[src/rtl/fb_read_arbiter.sv]
// Frame-buffer read-port arbiter: scanout always wins; readback bursts fill the
// cycles outside the scanout window, with a 2-cycle tagged return path.
module fb_read_arbiter #(
  parameter int unsigned ADDR_W       = 16,
  parameter int unsigned DATA_W       = 64,
  parameter int unsigned WIN_START    = 214,
  parameter int unsigned WIN_END      = 1016,
  parameter int unsigned STARVE_LIMIT = 2048
) (
  input  logic              clk_vga,
  input  logic              reset_n,
  input  logic [10:0]       i_hcnt,
  input  logic              i_vactive,
  input  logic              i_scan_req,
  input  logic [ADDR_W-1:0] i_scan_addr,
  output logic              o_mem_en,
  output logic [ADDR_W-1:0] o_mem_addr,
  input  logic [DATA_W-1:0] i_mem_dout,
  output logic              o_scan_valid,
  output logic [DATA_W-1:0] o_scan_data,
  input  logic              i_rb_start,
  input  logic [ADDR_W-1:0] i_rb_addr,
  input  logic [7:0]        i_rb_len,
  output logic              o_rb_busy,
  output logic              o_rb_valid,
  output logic [DATA_W-1:0] o_rb_data,
  output logic              o_rb_done,
  output logic              o_rb_starved
);

  localparam int unsigned REM_W = 9;
  localparam int unsigned STV_W = $clog2(STARVE_LIMIT + 1);

  typedef enum logic [1:0] {S_IDLE, S_BURST, S_PAUSE, S_DRAIN} state_t;

  state_t              state_q, state_d;
  logic [ADDR_W-1:0]   addr_q, addr_d;
  logic [REM_W-1:0]    rem_q, rem_d;
  logic [STV_W-1:0]    stv_q, stv_d;
  logic                busy_q, busy_d;
  logic                starved_q, starved_d;
  logic                p1_vld_q, p1_vld_d;
  logic                p1_rb_q, p1_rb_d;
  logic                p1_last_q, p1_last_d;
  logic                scan_valid_q, scan_valid_d;
  logic [DATA_W-1:0]   scan_data_q, scan_data_d;
  logic                rb_valid_q, rb_valid_d;
  logic [DATA_W-1:0]   rb_data_q, rb_data_d;
  logic                rb_done_q, rb_done_d;

  logic win_c;
  logic rb_issue_c;
  logic last_ret_c;

  assign win_c = i_vactive && (32'(i_hcnt) >= WIN_START) && (32'(i_hcnt) <= WIN_END);
  // PAUSE may issue in the very cycle the window closes, so both states are eligible
  assign rb_issue_c = ((state_q == S_BURST) || (state_q == S_PAUSE)) && !win_c && !i_scan_req;
  assign last_ret_c = p1_vld_q && p1_rb_q && p1_last_q;

  assign o_mem_en   = i_scan_req || rb_issue_c;
  assign o_mem_addr = i_scan_req ? i_scan_addr : (rb_issue_c ? addr_q : '0);

  always_comb begin
    state_d   = state_q;
    addr_d    = addr_q;
    rem_d     = rem_q;
    stv_d     = stv_q;
    busy_d    = busy_q;
    starved_d = starved_q;
    case (state_q)
      S_IDLE: begin
        if (i_rb_start) begin
          addr_d    = i_rb_addr;
          rem_d     = REM_W'(i_rb_len) + REM_W'(1);
          stv_d     = '0;
          busy_d    = 1'b1;
          starved_d = 1'b0;
          state_d   = S_BURST;
        end
      end
      S_BURST, S_PAUSE: begin
        if (rb_issue_c) begin
          addr_d  = addr_q + ADDR_W'(1);
          rem_d   = rem_q - REM_W'(1);
          stv_d   = '0;
          state_d = (rem_q == REM_W'(1)) ? S_DRAIN : S_BURST;
        end else begin
          state_d = win_c ? S_PAUSE : S_BURST;
          if (stv_q != STV_W'(STARVE_LIMIT)) stv_d = stv_q + STV_W'(1);
          if (stv_d == STV_W'(STARVE_LIMIT)) starved_d = 1'b1;
        end
      end
      S_DRAIN: begin
        if (last_ret_c) begin
          busy_d  = 1'b0;
          state_d = S_IDLE;
        end
      end
      default: state_d = S_IDLE;
    endcase
  end

  // Owner tag rides with each grant; data is captured one cycle after the port returns it
  always_comb begin
    p1_vld_d     = o_mem_en;
    p1_rb_d      = rb_issue_c;
    p1_last_d    = rb_issue_c && (rem_q == REM_W'(1));
    scan_valid_d = p1_vld_q && !p1_rb_q;
    rb_valid_d   = p1_vld_q && p1_rb_q;
    rb_done_d    = last_ret_c;
    scan_data_d  = scan_valid_d ? i_mem_dout : scan_data_q;
    rb_data_d    = rb_valid_d ? i_mem_dout : rb_data_q;
  end

  always_ff @(posedge clk_vga or negedge reset_n) begin
    if (!reset_n) begin
      state_q      <= S_IDLE;
      addr_q       <= '0;
      rem_q        <= '0;
      stv_q        <= '0;
      busy_q       <= 1'b0;
      starved_q    <= 1'b0;
      p1_vld_q     <= 1'b0;
      p1_rb_q      <= 1'b0;
      p1_last_q    <= 1'b0;
      scan_valid_q <= 1'b0;
      scan_data_q  <= '0;
      rb_valid_q   <= 1'b0;
      rb_data_q    <= '0;
      rb_done_q    <= 1'b0;
    end else begin
      state_q      <= state_d;
      addr_q       <= addr_d;
      rem_q        <= rem_d;
      stv_q        <= stv_d;
      busy_q       <= busy_d;
      starved_q    <= starved_d;
      p1_vld_q     <= p1_vld_d;
      p1_rb_q      <= p1_rb_d;
      p1_last_q    <= p1_last_d;
      scan_valid_q <= scan_valid_d;
      scan_data_q  <= scan_data_d;
      rb_valid_q   <= rb_valid_d;
      rb_data_q    <= rb_data_d;
      rb_done_q    <= rb_done_d;
    end
  end

  assign o_scan_valid = scan_valid_q;
  assign o_scan_data  = scan_data_q;
  assign o_rb_busy    = busy_q;
  assign o_rb_valid   = rb_valid_q;
  assign o_rb_data    = rb_data_q;
  assign o_rb_done    = rb_done_q;
  assign o_rb_starved = starved_q;

endmodule

[config.mk]
export PLATFORM = sky130hd
export DESIGN_NAME = fb_read_arbiter
export DESIGN_NICKNAME = d
export VERILOG_FILES = /design/src/rtl/fb_read_arbiter.sv
export SDC_FILE = /design/constraint.sdc
export NUM_CORES = 1
export LEC_CHECK = 0
export ABC_AREA = 1
export CORE_ASPECT_RATIO = 1.25
export CORE_MARGIN = 2
export CORE_UTILIZATION = 50
export CTS_CLUSTER_DIAMETER = 30
export DETAILED_ROUTE_END_ITERATION = 8
export PLACE_DENSITY = 0.95
export SLEW_MARGIN = 20
export SYNTH_ARGS = -nofsm -noshare
export SYNTH_HDL_FRONTEND = slang
export SYNTH_SLANG_ARGS = --single-unit
export TNS_END_PERCENT = 10
[constraint.sdc]
create_clock -name clk_vga -period 2.6 [get_ports clk_vga]
set_clock_uncertainty 0.1 [all_clocks]
set_input_delay 0.52 -clock clk_vga [delete_from_list [all_inputs] [get_ports clk_vga]]
set_output_delay 0.52 -clock clk_vga [all_outputs]
set_load 0.05 [all_outputs]
==> impl_summary.txt <==
----------------------------------------------------
[Worst setup path]
  Critical path endpoint category ... output pin
  Worst path bufs/invs ... 4
  Crit path max-delay cell type ... sky130_fd_sc_hd__dlygate4sd2_1
  CP Max Fanout ... 8
  Data arrival at the endpoint of the critical path ... about 1.9 ns
  Setup Crit Path Kind ... input port to output pin
  Sequence of cells on the critical path ... dlygate4sd2_1 > nor2_1 > nand2_1 > nor2_1 > nand2_1 > nand3_2 > nand3_4 > buf_16 > o21ai_2 > buf_4 > buf_12
  Sort of element at the start of the critical path ... input port
  Max stage delay on crit path ... between 0.2 and 0.3 ns
  Cell family with the largest share of critical-path delay ... buffers and inverters
  Worst Path Required ... roughly 2.0 ns

[Place]
  Final HPWL DP ... ~18 mm
  Weighted congestion at the end of routability-driven global placement ... between 0.8 and 0.9
  Total of buffers placed on input and output ports ... ~270

[Layout]
  Fin util ... 76.8%
  Final Net Count ... roughly 1.4k
  Share of final-layout standard cells stronger than drive strength 1 ... between 8 and 9%
  Diodes inserted ... 0
  Layout area overhead ... 50.2%

[Global routing]
  Via count of the first global-routing pass ... ~8.1k
  Antenna violations before repair ... 0
  Gr ovfl total ... 0
  Pin count of the biggest net entering global routing ... 67
  First-pass GRT wire length ... roughly 40 mm
  Global-route usage over all layers ... ~30%

[Logic synthesis]
  Fraction of the yosys area taken by sequential cells ... a little over half
  Gate Count Post-Synth ... 977
  Net count of the mapped netlist ... roughly 1.1k
  Leading cell types by count after synthesis ... 284 x sky130_fd_sc_hd__nand2_1, 188 x sky130_fd_sc_hd__o21ai_0, 175 x sky130_fd_sc_hd__dfrtp_1
  Yosys top cell by area ... sky130_fd_sc_hd__dfrtp_1
  Area share of the largest cell type after synthesis ... a little over half
  Number of synthesized register bits ... 175
  Most frequently used flop master after synthesis ... sky130_fd_sc_hd__dfrtp_1
  Number of flops mapped to enable cells by yosys ... 0
  Count leader, synth ... sky130_fd_sc_hd__nand2_1
  Distinct cells, synth ... 29
  Number of warnings printed during yosys synthesis ... 0
  Biggest area contributors in the synthesized netlist ... sky130_fd_sc_hd__dfrtp_1 55%, sky130_fd_sc_hd__nand2_1 13%, sky130_fd_sc_hd__o21ai_0 12%
  Async set-reset flop share out of synthesis ... between 90% and 100%
  Syn Std Cell Area ... approximately 8000 sq um
  Post-synthesis area per instance ... 8.18 sq um

[STA]
  Number of pins exceeding their max-slew limit in the final report ... 0
  Summed negative setup slack over all endpoints ... 0 ns
  Hold Violations, Final ... 0
  Time the worst path needs with I/O delays and setup ... 2.53 ns
  WHS ... around 0.38 ns
  Share of the clock period used by the worst path after layout ... 97.3%
  Max-slew headroom at the worst pin ... 55.6%
  Highest clock frequency the design can meet ... between 0.3 and 0.4 GHz
  Slew at the pin closest to its max-slew limit ... 0.664 ns
  Setup repair after global routing missed its margin ... true
  Total of endpoints with negative setup slack in the final report ... 0

[Detailed routing]
  Aggregate routed wire length ... about 26 mm
  Number of DRC markers after the initial detailed-route iteration ... 722
  Via total after detailed routing ... a little under 8k
  Number of detailed-route iterations in the first pass ... 6
  WL per Instance ... 17.3 um
  DR DRC count ... 0
  Count of nets left with antenna violations after detail routing ... 0
  Average vias per placed instance ... ~5.3

[Pwr]
  Leak ... approximately 5.7 nW
  Max IR drop VDD ... 729 uV
  PwrDens ... approximately 1500 nW/um^2
  Power consumption ... approximately 18 mW

[Clock network]
  Clock tree buffer depth ... 2
  Clock-pin slew on the worst setup and hold paths ... roughly 0.070 ns
  CTS root buffer ... sky130_fd_sc_hd__clkbuf_16
  CTS tree ... done
  Insertion delay to the later sink of the worst-skew pair ... approximately 0.43 ns
  Number of CTS-inserted buffers ... 17
  # clock sinks ... about 180
  Deepest level of the CTS H-tree ... 4
  Number of setup buffers added after CTS ... 0

[Floorplanning]
  Floorplan die area ... between 15000 and 20000 sq um
  Initial Util ... roughly half
  Std-Cell Rows ... 51
  Height of the chip ... between 100 and 150 um
  Core region area ... around 16000 sq um
  Boundary Pins ... 270
  Die X ... ~120 um

[Outcome]
  Result of the run ... finished, final reports clean

[Worst hold path]
  Tightest Hold Check Type ... register to register

[Flow run]
  Max_cap viols ... 0

----------------------------------------------------
## power by group
group,switching [mW],internal [mW]
Combinational,7.25,3.44
Clock,1.12,1.66
Sequential,0.916,4.02
Total,9.28,9.12
## through the flow
step	worst slack, ns	std cells	area (sq um)
final	0.0705	1483	12000
after global routing	-0.0110	1483	12000
after CTS	0.00564	1483	12000
after detailed placement	-0.138	1451	11300
after global placement	0.000946	1451	11300
after floorplan	-0.250	977	7990
## kinds of logic after synthesis
kind of cell	after synthesis	share of synthesized area [%]
flops	175	54.8
simple gates	383	19.6
xor+xnor	16	1.75
fa+ha+maj	8	1.25
buf+inv	176	8.49
compound gates	219	14.1
## layout by cell type, fill, tap and decap left out, drive strengths merged
cell type,netlist,final
dlygate4sd2,0,9
ha,8,8
o22ai,11,11
o21ai,195,195
nand3,30,30
clkinvlp,0,1
xor2,11,11
o31ai,2,2
dfrtp,175,175
xnor2,5,5
clkinv,0,3
nor4,3,3
a21oi,10,10
nor3,7,7
nand4,11,11
dlymetal6s2s,0,2
clkbuf,35,19
buf,8,53
dlygate4sd3,0,1
bufinv,0,4
nand2,285,285
a22oi,1,1
nor2,47,47
clkdlybuf4s50,0,240
inv,133,138
## sequential cells by signal (all words and copies together) (netlist names), 2 cells and up
signal	count
rem_q	9
o_scan_data	64
o_rb_data	64
addr_q	16
stv_q	12
state_q	2
## worst reg2reg max path: stages (launching register included)
cell and delay [ns]:
sky130_fd_sc_hd__dfrtp_1 0.42, sky130_fd_sc_hd__inv_1 0.07, sky130_fd_sc_hd__nor2_1 0.05, sky130_fd_sc_hd__clkinv_2 0.05, sky130_fd_sc_hd__buf_4 0.45, sky130_fd_sc_hd__buf_4 0.58
sky130_fd_sc_hd__nand2_1 0.20, sky130_fd_sc_hd__o21ai_0 0.16
## worst paths after layout
check,start,slack (ns),endpoint,cells after the start
setup / recovery,i_hcnt[9],0.07,o_mem_addr[1],11
hold / removal,o_scan_data[28],0.38,o_scan_data[28],2
setup reg to reg,p1_vld_q,0.40,o_scan_data[13],7
hold reg to reg,o_scan_data[28],0.38,o_scan_data[28],2
max in group asynchronous,reset_n,1.11,o_rb_data[30],3
min in group asynchronous,reset_n,0.50,addr_q[1],2
## per-layer routing
metal	global-route usage (%)	up-vias	wire length (um)
li1	-	3663	-
met1	33.7	3736	9220
met2	51.2	415	12700
met3	9.50	106	2280
met4	16.1	0	1390
met5	0	-	0
## layout make-up
type / instances / area, sq um
well taps: 212 / 265
multi-input cells: 626 / 3020
fillers: 948 / 3630
inverters: 133 / 500
flip-flops and latches: 175 / 4380
clock buffers: 19 / 443
clock inverters: 13 / 199
repair buffers: 305 / 3200
## repair_timing
action | CTS | global route
endpoints found under the hold margin | 47 | 0
setup endpoints to repair | 16 | 17
cloned | 1 | 0
gates resized for setup | 40 | 5
pin swaps | 8 | 5
hold buffers | 1 | 0
Note: power is estimated with default switching activity, not from simulation.
==> patch 1, RTL diff (same settings) <==
`STARVE_LIMIT`: 2048 -> 1024.
--- a/src/rtl/fb_read_arbiter.sv
+++ b/src/rtl/fb_read_arbiter.sv
@@ -6,5 +6,5 @@
   parameter int unsigned WIN_START    = 214,
   parameter int unsigned WIN_END      = 1016,
-  parameter int unsigned STARVE_LIMIT = 2048
+  parameter int unsigned STARVE_LIMIT = 1024
 ) (
   input  logic              clk_vga,
Check against the original RTL: no difference found for any inputs over 4 cycles, from zero or initial values and one cycle with reset_n low; that may be too few to reach the edited logic, so the function may still have changed.
==> patch 1 against the original RTL <==
  * Synthesized cell count is 1.8% higher
  * Synthesized area up 0.56%
  * Utilization fell by 0.18 points
  * Routed wire length fell by 2.9%
  * Sequential share of layout area fell by 0.12 points
  * Register-to-register slack gained 120 ps
  * Worst setup slack gained 41 ps
  * Total power down 3.5%
  * Sequential cell count decreased by 1
  * Clock power down 9.7%
  * Cell area fell by 0.24%
  * Critical path type is now flip-flop to primary output
  * Critical endpoint is now o_mem_addr[2]
  * Largest cell class unchanged
  * Highest routed layer unchanged
==> patch 1: results (changes against the original RTL) <==
Cells after DPL -> 1462 (+0.76%)
post-DP HPWL -> 17600 um (-1.8%)
Post-CTS Setup Inserts -> 2 (+2)
Synth top cells by count -> nand2_1, dfrtp_1, o21ai_0, inv_1, nand3_1
Vias/cell -> 5.33 (-0.24%)
initial antenna violation count -> 1 (+1)
Worst path max stage delay -> 380 ps (+130 ps)
Crit Path Max Fanout -> 7 (-1)
Non-clock buffers, area share -> 26.6% (-0.061 points)
CP delay by family, top -> flip-flops
nonclk inv count -> 122 (-8.3%)
VDD IR max -> 0.632 mV (-13%)
ranking of synthesized cells by area -> dfrtp_1, nand2_1, o21ai_0
Non-clock buffers -> 306 (+0.33%)
M1 wire length -> 9140 um (-0.84%)
met2 wire length -> 12700 um (-0.42%)
placed instance area -> 0.0113 mm2 (+0.19%)
Lkg Pwr -> 5.70 nW (+0.42%)
status -> finished clean
sequential cell count -> 174 (-0.57%)
Tcrit/Tclk final -> 95.7% (-1.6 points)
Gates resized, CTS repair -> 39 (-2.5%)
drt initial violations -> 628 (-13%)
FF/Latch Area -> 0.00435 mm2 (-0.57%)
ANT cells -> 1 (+1)
Vias -> 7997 (+0.97%)
largest net degree at the start of global routing -> 100 (+49%)
Final #Nets -> 1404 (+1.3%)
M1 GR Usage -> 32.7% (-1.0 points)
syn nets -> 1124 (+1.7%)
Post-Route WL -> 24900 um (-2.9%)
#MultiIn Comb -> 654 (+4.5%)
R2R cell count -> 10 (+3)
CP arrival -> 1870 ps (-40 ps)
reg2reg setup slack -> 520 ps (+120 ps)
global-route wire length before repair -> 40300 um (-0.19%)
met2 GRT Util -> 52.6% (+1.4 points)
Fillers -> 976 (+3.0%)
hold_ws -> 386 ps (+1.16 ps)
CP max-delay cell -> dfrtp_1
clk tree area frac -> 4.86% (-0.49 points)
Syn Inst Count -> 995 (+1.8%)
share of cells above drive strength 1 -> 9.39% (+0.50 points)
-- patch 1: final timing paths --
kind | start | to
max in group asynchronous | reset_n | o_scan_data[62]
min in group asynchronous | reset_n | p1_last_q
setup / recovery | state_q[1] | o_mem_addr[2]
setup reg to reg | state_q[1] | stv_q[6]
hold / removal | o_scan_data[62] | o_scan_data[62]
hold reg to reg | o_scan_data[62] | o_scan_data[62]
-- patch 1: worst register-to-register path, delay by kind of cell, from the launching register on --
family / cells / cell delay, ps
AOI/OAI and AO/OA: 1 / 110
and+or+nand+nor: 3 / 300
DFF: 1 / 400
adders and majority gates: 1 / 250
buffers and inverters: 5 / 770
-- patch 1: logic make-up after synthesis --
kind of cell	count (synthesis)	synth area share, %
buffers and inverters	168	8.19
DFF	174	54.2
AOI/OAI and AO/OA	187	12.0
adders and majority gates	9	1.40
xor gates and xnor gates	15	1.63
and+or+nand+nor	442	22.6
==> patch 2, RTL diff (same settings) <==
Made on the original files. Re-encode `state_t` (4 states) as one-hot, 4 bits wide.
--- a/src/rtl/fb_read_arbiter.sv
+++ b/src/rtl/fb_read_arbiter.sv
@@ -32,5 +32,5 @@
   localparam int unsigned STV_W = $clog2(STARVE_LIMIT + 1);
 
-  typedef enum logic [1:0] {S_IDLE, S_BURST, S_PAUSE, S_DRAIN} state_t;
+  typedef enum logic [3:0] {S_IDLE = 4'b0001, S_BURST = 4'b0010, S_PAUSE = 4'b0100, S_DRAIN = 4'b1000} state_t;
 
   state_t              state_q, state_d;
Check against the original RTL: same outputs for any inputs over 4 cycles, from zero or initial values and one cycle with reset_n low; so few cycles prove little.
==> patch 2 against the original RTL <==
  * Largest power group unchanged
  * Total power down 16%
  * Critical path depth down 3
  * Routed wire length down 1.3%
  * Highest routed layer unchanged
  * Cell area down 1.2%
  * Worst setup slack better by 37 ps
  * Sequential share of layout area up 0.88 points
  * Synthesized area down 0.33%
  * Sequential cell count up 2
  * Critical endpoint is now o_mem_addr[7]
==> patch 2: results (changes against the original RTL) <==
largest net degree at the start of global routing -> 130 (+94%)
share of cells above drive strength 1 -> 8.93% (+0.039 points)
syn nets -> 1081 (-2.2%)
drt initial violations -> 835 (+16%)
global-route usage over all layers -> 29.5% (-0.79 points)
post-DP HPWL -> 18000 um (+0.36%)
Main synth FF type -> dfrtp_1
min-delay worst type -> input pin to asynchronous set/reset pin
Final #Nets -> 1357 (-2.1%)
Worst slew margin -> 56.8% (+1.2 points)
vias in the first global route -> 7816 (-2.9%)
Vias/cell -> 5.37 (+0.50%)
Post-Route WL -> 25300 um (-1.3%)
sequential area share after synthesis -> 55.6% (+0.82 points)
drt pass-1 iters -> 5 (-1)
status -> finished clean
R2R cell count -> 9 (+2)
ranking of synthesized cells by area -> dfrtp_1, o21ai_0, nand2_1
Final GP Congestion -> 0.959 (+10%)
Fillers -> 974 (+2.7%)
Lkg Pwr -> 5.60 nW (-1.5%)
critical path launch point -> i_vactive
clk_lat worst skew -> 410 ps (-20 ps)
Synth top cells by count -> nand2_1, o21ai_0, dfrtp_1, inv_1, nor2_1
placed instance area -> 0.0112 mm2 (-0.39%)
VDD IR max -> 0.503 mV (-31%)
P per Cell Area -> 1300 mW/mm2 (-15%)
Netlist cell types -> 33 (+14%)
global-route wire length before repair -> 39000 um (-3.4%)
CP arrival -> 1870 ps (-40 ps)
patch 2: cell count changes after synthesis, moves of 4 or more:
cell | unedited run | this run
a21oi_1 | 10 | 18
a31oi_1 | 0 | 7
nand2_1 | 284 | 237
nand3_1 | 27 | 40
nor2_1 | 46 | 50
nor3_1 | 5 | 12
o211ai_1 | 0 | 6
o21ai_0 | 188 | 181
o22ai_1 | 11 | 5
patch 2: kinds of logic after synthesis:
kind of cell,share of synthesized area (%)
compound gates,14.8
buf+inv,8.61
fa+ha+maj,0.942
xor+xnor,1.43
simple gates,18.6
flops,55.6
patch 2: what timing repair did:
item / CTS / global route
gates resized for setup: 34 / 8
buffers inserted: 0 / 0
endpoints found under the hold margin: 0 / 0
hold buffers: 0 / 0
cloned: 1 / 0
endpoints found under the setup margin: 16 / 17
pin swaps: 9 / 4
patch 2: worst paths after layout:
path / slack (ps) / end
min in group clk_vga: 390 / o_scan_data[44]
hold reg to reg: 390 / o_scan_data[44]
setup / recovery: 110 / o_mem_addr[7]
max in group asynchronous: 1700 / o_rb_data[50]
hold / removal: 8 / state_q[3]
setup reg to reg: 540 / rem_q[6]
patch 2: area by class of cell:
cell class / count / area share (%)
Tap cell: 212 / 2.24
Clock buffer: 17 / 3.59
Timing Repair Buffer: 300 / 26.8
Clock inverter: 14 / 1.20
Sequential cell: 177 / 37.4
Inverter: 131 / 4.18
Multi-Input combinational cell: 604 / 24.7
patch 2: power breakdown:
part	leakage, nW	switching [mW]	internal [mW]
clock	0.266	1.16	1.27
sequential	2.15	0.745	3.87
combinational	3.18	5.69	2.68
patch 2: per-stage QoR:
stage	worst slack, ps	std cells	total power, mW	hold WS, ps
after detailed placement	-129	1424	12.8	372
after CTS	7.20	1455	15.4	19.2
after global placement	-55.4	1424	12.5	365
after global routing	22.9	1455	16.2	35.9
final	107	1455	15.4	7.70
after floorplan	-334	955	9.71	124
patch 2: worst max-delay path: stages:
cell	delay (ps)
clkdlybuf4s50_1	450
inv_1	40
nor2_1	170
nand3_4	140
nand3_4	180
o21ai_2	90
buf_4	140
buf_12	140
patch 2: metal layers:
| metal | track usage, % | share of wire (%) | up-vias |
|---|---|---|---|
| li1 | - | - | 3614 |
| met4 | 12.6 | 4.3 | 0 |
| met2 | 52.9 | 52 | 432 |
| met3 | 9.61 | 9.2 | 76 |
| met1 | 30.9 | 34 | 3687 |
| met5 | 0 | 0 | - |
